**config.mk**
```make
export PLATFORM = sky130hd
export DESIGN_NAME = ram_programmer
export DESIGN_NICKNAME = d
export VERILOG_FILES = /design/src/rtl/ram_programmer.sv
export SDC_FILE = /design/constraint.sdc
export NUM_CORES = 1
export LEC_CHECK = 0
export BUFFER_PORTS_ARGS = -buffer_cell sky130_fd_sc_hd__buf_2
export CAP_MARGIN = 20
export CORE_AREA = 2 2 54 56
export DETAILED_ROUTE_END_ITERATION = 6
export DIE_AREA = 0 0 56 58
export PLACE_DENSITY = 0.76
export SKIP_LAST_GASP = 1
export SYNTH_ARGS = -nofsm -noshare
export SYNTH_HDL_FRONTEND = slang
export SYNTH_SLANG_ARGS = --single-unit
```
**constraint.sdc**
```tcl
create_clock -name clk_i -period 1.8 [get_ports clk_i]
set_clock_uncertainty 0.15 [all_clocks]
set_input_delay 0.36 -clock clk_i [delete_from_list [all_inputs] [get_ports clk_i]]
set_output_delay 0.36 -clock clk_i [all_outputs]
set_load 0.01 [all_outputs]
```
**src/rtl/ram_programmer.sv**
```systemverilog
// Program RAM load/dump controller.
// Streams a full image into the DFF program RAM or back out of it.
module ram_programmer #(
    parameter int RAM_BYTES = 16,
    parameter int ADDR_BITS = 4
) (
    input  logic                 clk_i,
    input  logic                 rst_i,
    input  logic                 start_load_i,
    input  logic                 start_dump_i,
    input  logic                 in_valid_i,
    input  logic [7:0]           in_data_i,
    output logic                 in_ready_o,
    output logic                 out_valid_o,
    output logic [7:0]           out_data_o,
    input  logic                 out_ready_i,
    output logic [ADDR_BITS-1:0] ram_addr_o,
    output logic [7:0]           ram_wdata_o,
    input  logic [7:0]           ram_rdata_i,
    output logic                 ram_lr_n_o,
    output logic                 ram_ce_n_o,
    output logic                 busy_o,
    output logic                 done_o
);

    typedef enum logic [2:0] {
        IDLE,
        LOAD,
        WRITE,
        RD_REQ,
        RD_WAIT,
        RD_CAP,
        DUMP
    } state_t;

    localparam logic [ADDR_BITS-1:0] LAST = ADDR_BITS'(RAM_BYTES - 1);

    state_t               state_q, state_d;
    logic [ADDR_BITS-1:0] addr_q, addr_d;
    logic [ADDR_BITS-1:0] ram_addr_q, ram_addr_d;
    logic [7:0]           ram_wdata_q, ram_wdata_d;
    logic [7:0]           out_data_q, out_data_d;
    logic                 out_valid_q, out_valid_d;
    logic                 in_ready_q, in_ready_d;
    logic                 lr_n_q, lr_n_d;
    logic                 ce_n_q, ce_n_d;
    logic                 busy_q, busy_d;
    logic                 done_q, done_d;

    // Next-state logic; every output is a registered function of the next state.
    always_comb begin
        state_d     = state_q;
        addr_d      = addr_q;
        ram_wdata_d = ram_wdata_q;
        out_data_d  = out_data_q;
        done_d      = 1'b0;
        unique case (state_q)
            IDLE: begin
                if (start_load_i) begin
                    state_d = LOAD;
                    addr_d  = '0;
                end else if (start_dump_i) begin
                    state_d = RD_REQ;
                    addr_d  = '0;
                end
            end
            LOAD: begin
                if (in_valid_i && in_ready_q) begin
                    ram_wdata_d = in_data_i;
                    state_d     = WRITE;
                end
            end
            WRITE: begin
                if (addr_q == LAST) begin
                    state_d = IDLE;
                    addr_d  = '0;
                    done_d  = 1'b1;
                end else begin
                    addr_d  = addr_q + 1'b1;
                    state_d = LOAD;
                end
            end
            RD_REQ:  state_d = RD_WAIT;
            RD_WAIT: state_d = RD_CAP;
            RD_CAP: begin
                out_data_d = ram_rdata_i;
                state_d    = DUMP;
            end
            DUMP: begin
                if (out_valid_q && out_ready_i) begin
                    if (addr_q == LAST) begin
                        state_d = IDLE;
                        addr_d  = '0;
                        done_d  = 1'b1;
                    end else begin
                        addr_d  = addr_q + 1'b1;
                        state_d = RD_REQ;
                    end
                end
            end
            default: state_d = IDLE;
        endcase
        ram_addr_d  = addr_d;
        in_ready_d  = (state_d == LOAD);
        out_valid_d = (state_d == DUMP);
        lr_n_d      = (state_d != WRITE);
        ce_n_d      = (state_d != RD_REQ);
        busy_d      = (state_d != IDLE);
    end

    // State and output registers with synchronous reset.
    always_ff @(posedge clk_i) begin
        if (rst_i) begin
            state_q     <= IDLE;
            addr_q      <= '0;
            ram_addr_q  <= '0;
            ram_wdata_q <= '0;
            out_data_q  <= '0;
            out_valid_q <= 1'b0;
            in_ready_q  <= 1'b0;
            lr_n_q      <= 1'b1;
            ce_n_q      <= 1'b1;
            busy_q      <= 1'b0;
            done_q      <= 1'b0;
        end else begin
            state_q     <= state_d;
            addr_q      <= addr_d;
            ram_addr_q  <= ram_addr_d;
            ram_wdata_q <= ram_wdata_d;
            out_data_q  <= out_data_d;
            out_valid_q <= out_valid_d;
            in_ready_q  <= in_ready_d;
            lr_n_q      <= lr_n_d;
            ce_n_q      <= ce_n_d;
            busy_q      <= busy_d;
            done_q      <= done_d;
        end
    end

    assign in_ready_o  = in_ready_q;
    assign out_valid_o = out_valid_q;
    assign out_data_o  = out_data_q;
    assign ram_addr_o  = ram_addr_q;
    assign ram_wdata_o = ram_wdata_q;
    assign ram_lr_n_o  = lr_n_q;
    assign ram_ce_n_o  = ce_n_q;
    assign busy_o      = busy_q;
    assign done_o      = done_q;

endmodule

```
**Word level (Yosys, flattened, before mapping)**

Cells that the tools add are included.

- Word-level logic and storage cells: 46
- Bits in registers: 29
- Output and inout bits: 26

- Eq/ne operators: 13
- Reduce and logical (&&, ||, !) cells: 7
- Add/sub/neg operators: 1
- Mux-type cells: 15

Operator list:

| kind | count |
|---|---|
| 3-bit one-hot mux with 7 select lines | 1 |
| 4-bit 2-to-1 mux | 4 |
| 3-bit == test, second input constant | 4 |
| 3-bit 2-to-1 mux | 4 |
| 4-bit one-hot mux with 3 select lines | 1 |
| 3-bit by 1-bit == test with 1-bit output, second input constant | 2 |
| 3-bit by 2-bit == test with 1-bit output, second input constant | 2 |
| 3-bit by 2-bit != test with 1-bit output, second input constant | 2 |
| 3-bit nonzero test | 2 |
| 4-bit by 1-bit adder with 4-bit output, second input constant | 1 |
| 4-bit == test, second input constant | 1 |
| 3-bit zero test | 1 |
| 1-bit 2-to-1 mux | 3 |
| 3-bit != test, second input constant | 1 |
| 3-bit AND reduction | 1 |
| 1-bit logical AND | 2 |
| 2-bit 2-to-1 mux | 1 |
| 2-bit != test, second input constant | 1 |
| 1-bit one-hot mux with 2 select lines | 1 |
| 2-bit AND reduction | 1 |

**Longest topological paths before layout**

Gate-level depths: netlist of the first run.

- Depth after elaboration: 5
- Depth in mapped cells: 5
- Depth with buffers taken out: 5

**Worst setup path before layout of the first run**

No wires, ideal clock.

- Path kind: flip-flop to flip-flop
- Start: register ram_addr_o[0] (netlist name)
- End: register busy_q (netlist: busy_o)
- Library setup time: 0.134 ns
- Data arrival time: 1.297 ns
- Path slack: 0.219 ns
- Stages on the path, launching flop included: 6
- Path through: dfxtp_1 ha_1 nand3_1 and2_1 a221oi_2 a31oi_1

RTL lines:

| item | RTL line | source |
|---|---|---|
| to (signal assigned) | 135 | `busy_q <= busy_d;` |
| to (decl) | 47 | `logic busy_q, busy_d;` |

==> results of run 1 <==
==> registers in the layout, summed over array words and instances (netlist names) <==
register     count
busy_o           1
ram_ce_n_o       1
ram_wdata_o      8
out_data_o       8
in_ready_o       1
out_valid_o      1
done_o           1
state_q          3
ram_addr_o       4
ram_lr_n_o       1
==> where the power goes <==
part           leakage [nW]  total (mW)  internal [mW]  switching (mW)
Combinational         0.458       0.192         0.0871           0.104
Sequential            0.235       0.694          0.668          0.0268
Clock                0.0413       0.444          0.226           0.218
Total                 0.735        1.33          0.981           0.349
==> kinds of logic (layout without fill, tap and decap cells) <==
group | after synthesis | in the layout | synth area share
AND/OR/NAND/NOR | 46 | 46 | 0.2023
flip-flops | 29 | 29 | 0.4864
adder cells (fa/ha/maj) | 1 | 1 | 0.01048
AO/OA/AOI/OAI | 19 | 19 | 0.1258
buffers and inverters | 7 | 59 | 0.04087
multiplexers | 16 | 16 | 0.1342
==> Yosys cell counts (2+ instances only) <==
cell | instances | share of area
nor2_1 | 24 | 0.075
a31oi_1 | 2 | 0.010
nand3b_1 | 2 | 0.013
dfxtp_1 | 29 | 0.49
nor3_1 | 3 | 0.013
nand3_1 | 3 | 0.013
o21ai_0 | 3 | 0.013
inv_1 | 2 | 0.0063
mux2i_1 | 16 | 0.13
a311oi_1 | 2 | 0.015
nand2_1 | 5 | 0.016
o31a_1 | 2 | 0.015
a21oi_1 | 4 | 0.017
==> through the flow <==
step / worst slack [ps] / TNS (ps)
2_1_floorplan: 218.8 / 0
3_3_place_gp: 179.7 / 0
3_5_place_dp: 81.43 / 0
4_1_cts: 40.28 / 0
5_1_grt: -1.147 / -1.147
6_report: 101.9 / 0
==> per-layer routing <==
layer | wire, µm | vias to the layer above | global-route usage | part of all wire
li1 | - | 516 | - | -
met1 | 1218 | 505 | 0.2045 | 0.44
met2 | 1316 | 53 | 0.3076 | 0.47
met3 | 175 | 11 | 0.04911 | 0.063
met4 | 88 | 0 | 0.1259 | 0.031
met5 | 0 | - | 0 | 0
==> final cells by class <==
type / count / area (µm²)
fillers: 256 / 1134
repair buffers: 49 / 250.2
well taps: 31 / 38.79
clock buffers: 7 / 65.06
flip-flops and latches: 29 / 581.8
multi-input cells: 82 / 580.6
clock inverters: 1 / 5.005
inverters: 2 / 7.507
==> timing repair <==
action | 4_1_cts | 5_1_grt
setup endpoints to repair | 0 | 4
hold buffers | 0 | 0
resized for setup | 0 | 3
==> worst max path at each step <==
stage | from | cells after the start | end
after global placement | ram_addr_o[0] | 5 | busy_o
after floorplan | ram_addr_o[0] | 5 | busy_o
after CTS | ram_addr_o[0] | 5 | in_ready_o
after global routing | ram_addr_o[0] | 5 | in_ready_o
final | ram_addr_o[0] | 5 | in_ready_o
after detailed placement | state_q[0] | 4 | busy_o
==> worst max-delay path, cell delays in order (launching register included) <==
cell and delay (ps):
dfxtp_1 390, ha_1 200, nand3_1 130, o211a_1 270, nor3_2 210, nor4bb_1 260
==> impl_metrics.json, run 1 <==
{
  "status": "complete, no violations",
  "max_freq_mhz": 588.9,
  "synth_edf_count": 0,
  "worstMarginPinSlew_ps": 469.5,
  "ys.flop_type": "dfxtp_1",
  "rsz0062_at_grt": "true",
  "max_cap_violations": 0,
  "post-route-period-util": 0.9434,
  "die_h_um": 58,
  "ys_types": 34,
  "cts_buffers": 5,
  "fp-row-count": 19,
  "r2r-end": "in_ready_o",
  "area_growth_pct": 28.09,
  "post-cts-setup-buffer-count": 0,
  "avgViaCountPerCell": 5.398,
  "avgSynthCellArea_um2": 10.12,
  "clk_latency_ps": 320,
  "critPathCaptureType": "flip-flop",
  "drt-wirelength-per-cell_um": 13.93,
  "core_region_area_um2": 2663,
  "wl_um": 2799,
  "clockBufferDepth": 2,
  "hold_end": "out_data_o[1]",
  "grt_max_degree": 28,
  "slew_violations": 0,
  "finalSetupViolCount": 0,
  "dp_cells": 193,
  "track_usage": 0.1835,
  "power.total_mw": 1.330,
  "antenna_found_initial": 0,
  "dpl_cell_area_um2": 1441,
  "crit_fanout": 5,
  "design_area_um2": 1529,
  "reg2reg_depth": 5,
  "leakage_nw": 0.7348,
  "ant_nets": 0,
  "htreeDepth": 2,
  "cts-root-buf": "clkbuf_4",
  "final_cell_mix": "buf_2, dfxtp_1, nor2_1",
  "path_class": "reg -> reg",
  "cp.arrival_ps": 1780,
  "num_vias": 1085,
  "rrSetupSlack_ps": 100,
  "vdd_ir_drop_max_uv": 765.9,
  "routabilityCongestion": 0.7835,
  "drt_iter0_markers": 26,
  "clkTransAtPathRegs_ps": 90,
  "finalNonFillerCells": 201,
  "start_util": 0.4483,
  "diodes": 0,
  "post-route-util": 0.5742,
  "startpoint_type": "flip-flop",
  "hold_viol": 0,
  "hold_depth": 3,
  "async_flop_share": 0,
  "syn-num-nets": 141,
  "relSlewSlack": 0.6870,
  "cts_tree": "yes",
  "grt_pass1_vias": 1076,
  "worstPathRequired_ps": 1880,
  "yosys_register_bits": 29,
  "hold_path_class": "in -> reg",
  "final_common_cell": "buf_2",
  "drc_errors": 0,
  "synth_area_um2": 1194,
  "ys_warn_count": 0,
  "synth-seq-area-share": 0.4864,
  "die_w_um": 56,
  "grt_pass1_wl_um": 4629,
  "hold_start": "ram_rdata_i[1]",
  "hpwl_um": 2074,
  "io_buffers": 47,
  "pin_count": 48,
  "hold_slack_ps": 117.6,
  "fin_nets": 192,
  "power.density_nw_per_um2": 870.0,
  "clkSinkCount": 29,
  "grt-ovfl-total": 0,
  "dieArea_um2": 3248,
  "synthCells": 118,
  "period_needed_ps": 1698,
  "drive_above_1_share": 0.3882,
  "rr_startpoint": "ram_addr_o[0]",
  "firstDrtPassIters": 4
}
No activity file was read; power rests on OpenSTA's default activity.
==> run 2, diff against run 1 <==
--- a/config.mk
+++ b/config.mk
@@ -7,11 +7,11 @@
 export LEC_CHECK = 0
 export BUFFER_PORTS_ARGS = -buffer_cell sky130_fd_sc_hd__buf_2
 export CAP_MARGIN = 20
-export CORE_AREA = 2 2 54 56
+export CORE_AREA = 2 2 53 55
+export CTS_BUF_LIST = sky130_fd_sc_hd__clkbuf_2
 export DETAILED_ROUTE_END_ITERATION = 6
-export DIE_AREA = 0 0 56 58
-export PLACE_DENSITY = 0.76
-export SKIP_LAST_GASP = 1
+export DIE_AREA = 0 0 55 57
+export PLACE_DENSITY = 0.79
 export SYNTH_ARGS = -nofsm -noshare
 export SYNTH_HDL_FRONTEND = slang
 export SYNTH_SLANG_ARGS = --single-unit
==> run 2 against run 1 <==
Effect of this change: non-clock buffer count did not move; setup slack improved by 38 ps; critical path type unchanged; largest power group unchanged; hold slack got worse by 35 ps; register-to-register slack improved by 40 ps.
==> impl_metrics.json, run 2 (synthesis gave the netlist of run 1 again) <==
{
  "status": "complete, no violations",
  "slew_violations": 0,
  "htreeDepth": 2,
  "cts-root-buf": "clkbuf_2",
  "top_layer": "met4",
  "power.density_nw_per_um2": 788.6,
  "ant_nets": 0,
  "period_needed_ps": 1661,
  "drc_errors": 0,
  "finalSetupViolCount": 0,
  "die_w_um": 55,
  "worstMarginPinSlew_ps": 477.1,
  "clkSinkCount": 29,
  "drt_iter0_markers": 29,
  "pin_count": 48,
  "die_h_um": 57,
  "cp.arrival_ps": 1740,
  "worstPathRequired_ps": 1880,
  "vdd_ir_drop_max_uv": 547.4,
  "clkTransAtPathRegs_ps": 140,
  "dieArea_um2": 3135,
  "fp-row-count": 19,
  "clockBufferDepth": 2,
  "fin_nets": 192,
  "hold_viol": 0,
  "io_buffers": 47,
  "max_freq_mhz": 602.2,
  "leakage_nw": 0.7208,
  "drt-wirelength-per-cell_um": 12.59,
  "avgViaCountPerCell": 5.215,
  "firstDrtPassIters": 4,
  "num_vias": 1043,
  "max_cap_violations": 0,
  "wl_met3_um": 222,
  "grt-ovfl-total": 0,
  "crit_path_top_delay_cell": "dfxtp_1",
  "path_class": "reg -> reg",
  "crit_fanout": 5,
  "core_region_area_um2": 2615,
  "diodes": 0,
  "start_util": 0.4565,
  "drive_above_1_share": 0.3846,
  "wl_um": 2517,
  "clk_latency_ps": 360,
  "post-route-util": 0.5713,
  "grt_pass1_vias": 1001,
  "cts_tree": "yes",
  "routabilityCongestion": 0.8372,
  "rsz0062_at_grt": "false",
  "relSlewSlack": 0.6819,
  "final_cell_mix": "buf_2, dfxtp_1, nor2_1",
  "crit_chain": "ha_1 -> nand3_1 -> and2_1 -> a221oi_4 -> a31oi_1",
  "post-cts-setup-buffer-count": 0,
  "wl_met1_um": 1044,
  "track_usage": 0.1902,
  "hold_path_class": "in -> reg",
  "grt_max_degree": 28,
  "critPathCaptureType": "flip-flop",
  "max_stage_delay_ps": 400,
  "post-route-period-util": 0.9225,
  "grt_pass1_wl_um": 4236,
  "tns_ps": 0,
  "hpwl_um": 1827,
  "antenna_found_initial": 0,
  "area_growth_pct": 25.16,
  "final_common_cell": "buf_2",
  "startpoint_type": "flip-flop",
  "cts_buffers": 5,
  "wl_met2_um": 1199
}
==> run 2: changes by cell type in the layout (fill, tap and decap cells not counted), sizes merged <==
cell    delta
clkbuf     -1
==> run 2: metal layers <==
layer	up-vias	GRT usage
met5	-	0
met4	0	0.08362
met3	7	0.08115
met2	50	0.2891
met1	469	0.2308
li1	517	-
==> run 2: path summary, 6_finish.rpt <==
path                                    start        endpoint  slack (ps)  cells after the start
worst max-delay path            ram_addr_o[1]          busy_o         140                      5
worst min-delay path             in_data_i[4]  ram_wdata_o[4]          80                      3
worst max register to register  ram_addr_o[1]          busy_o         140                      5
worst min register to register  out_data_o[2]   out_data_o[2]         360                      2
==> run 2: where the power goes <==
group	internal (mW)	switching (mW)
Combinational	0.0870	0.0974
Clock	0.0905	0.210
Sequential	0.668	0.0250
==> run 2: cell type report <==
cell class,instances,area [µm²]
clock buffer,6,30.03
clock inverter,1,3.754
fill,248,1121
inverter,2,7.507
multi-input combinational,82,580.6
sequential,29,583.1
tap,31,38.79
timing repair buffer,49,250.2
==> run 2: through the flow <==
step	hold slack, ps	cell area [µm²]	worst slack [ps]	std cells	power [mW]
6_report	82.75	1494	139.5	200	1.178
5_1_grt	59.07	1494	3.771	200	1.247
4_1_cts	57.32	1475	59.60	200	1.184
3_5_place_dp	329.0	1441	111.0	193	0.8796
3_3_place_gp	318.2	1441	173.9	193	0.8743
2_1_floorplan	353.9	1194	218.8	118	0.8256
==> run 2: critical path, delay by kind of cell (launching register included) <==
| family | cells | cell delay, ps |
|---|---|---|
| AO/OA/AOI/OAI | 2 | 430 |
| adder cells (fa/ha/maj) | 1 | 200 |
| flip-flops | 1 | 400 |
| AND/OR/NAND/NOR | 2 | 340 |
==> run 2: timing repair <==
action / in CTS / in global routing
hold buffers: 0 / 0
gates resized for setup: 0 / 4
endpoints found under the setup margin: 0 / 8
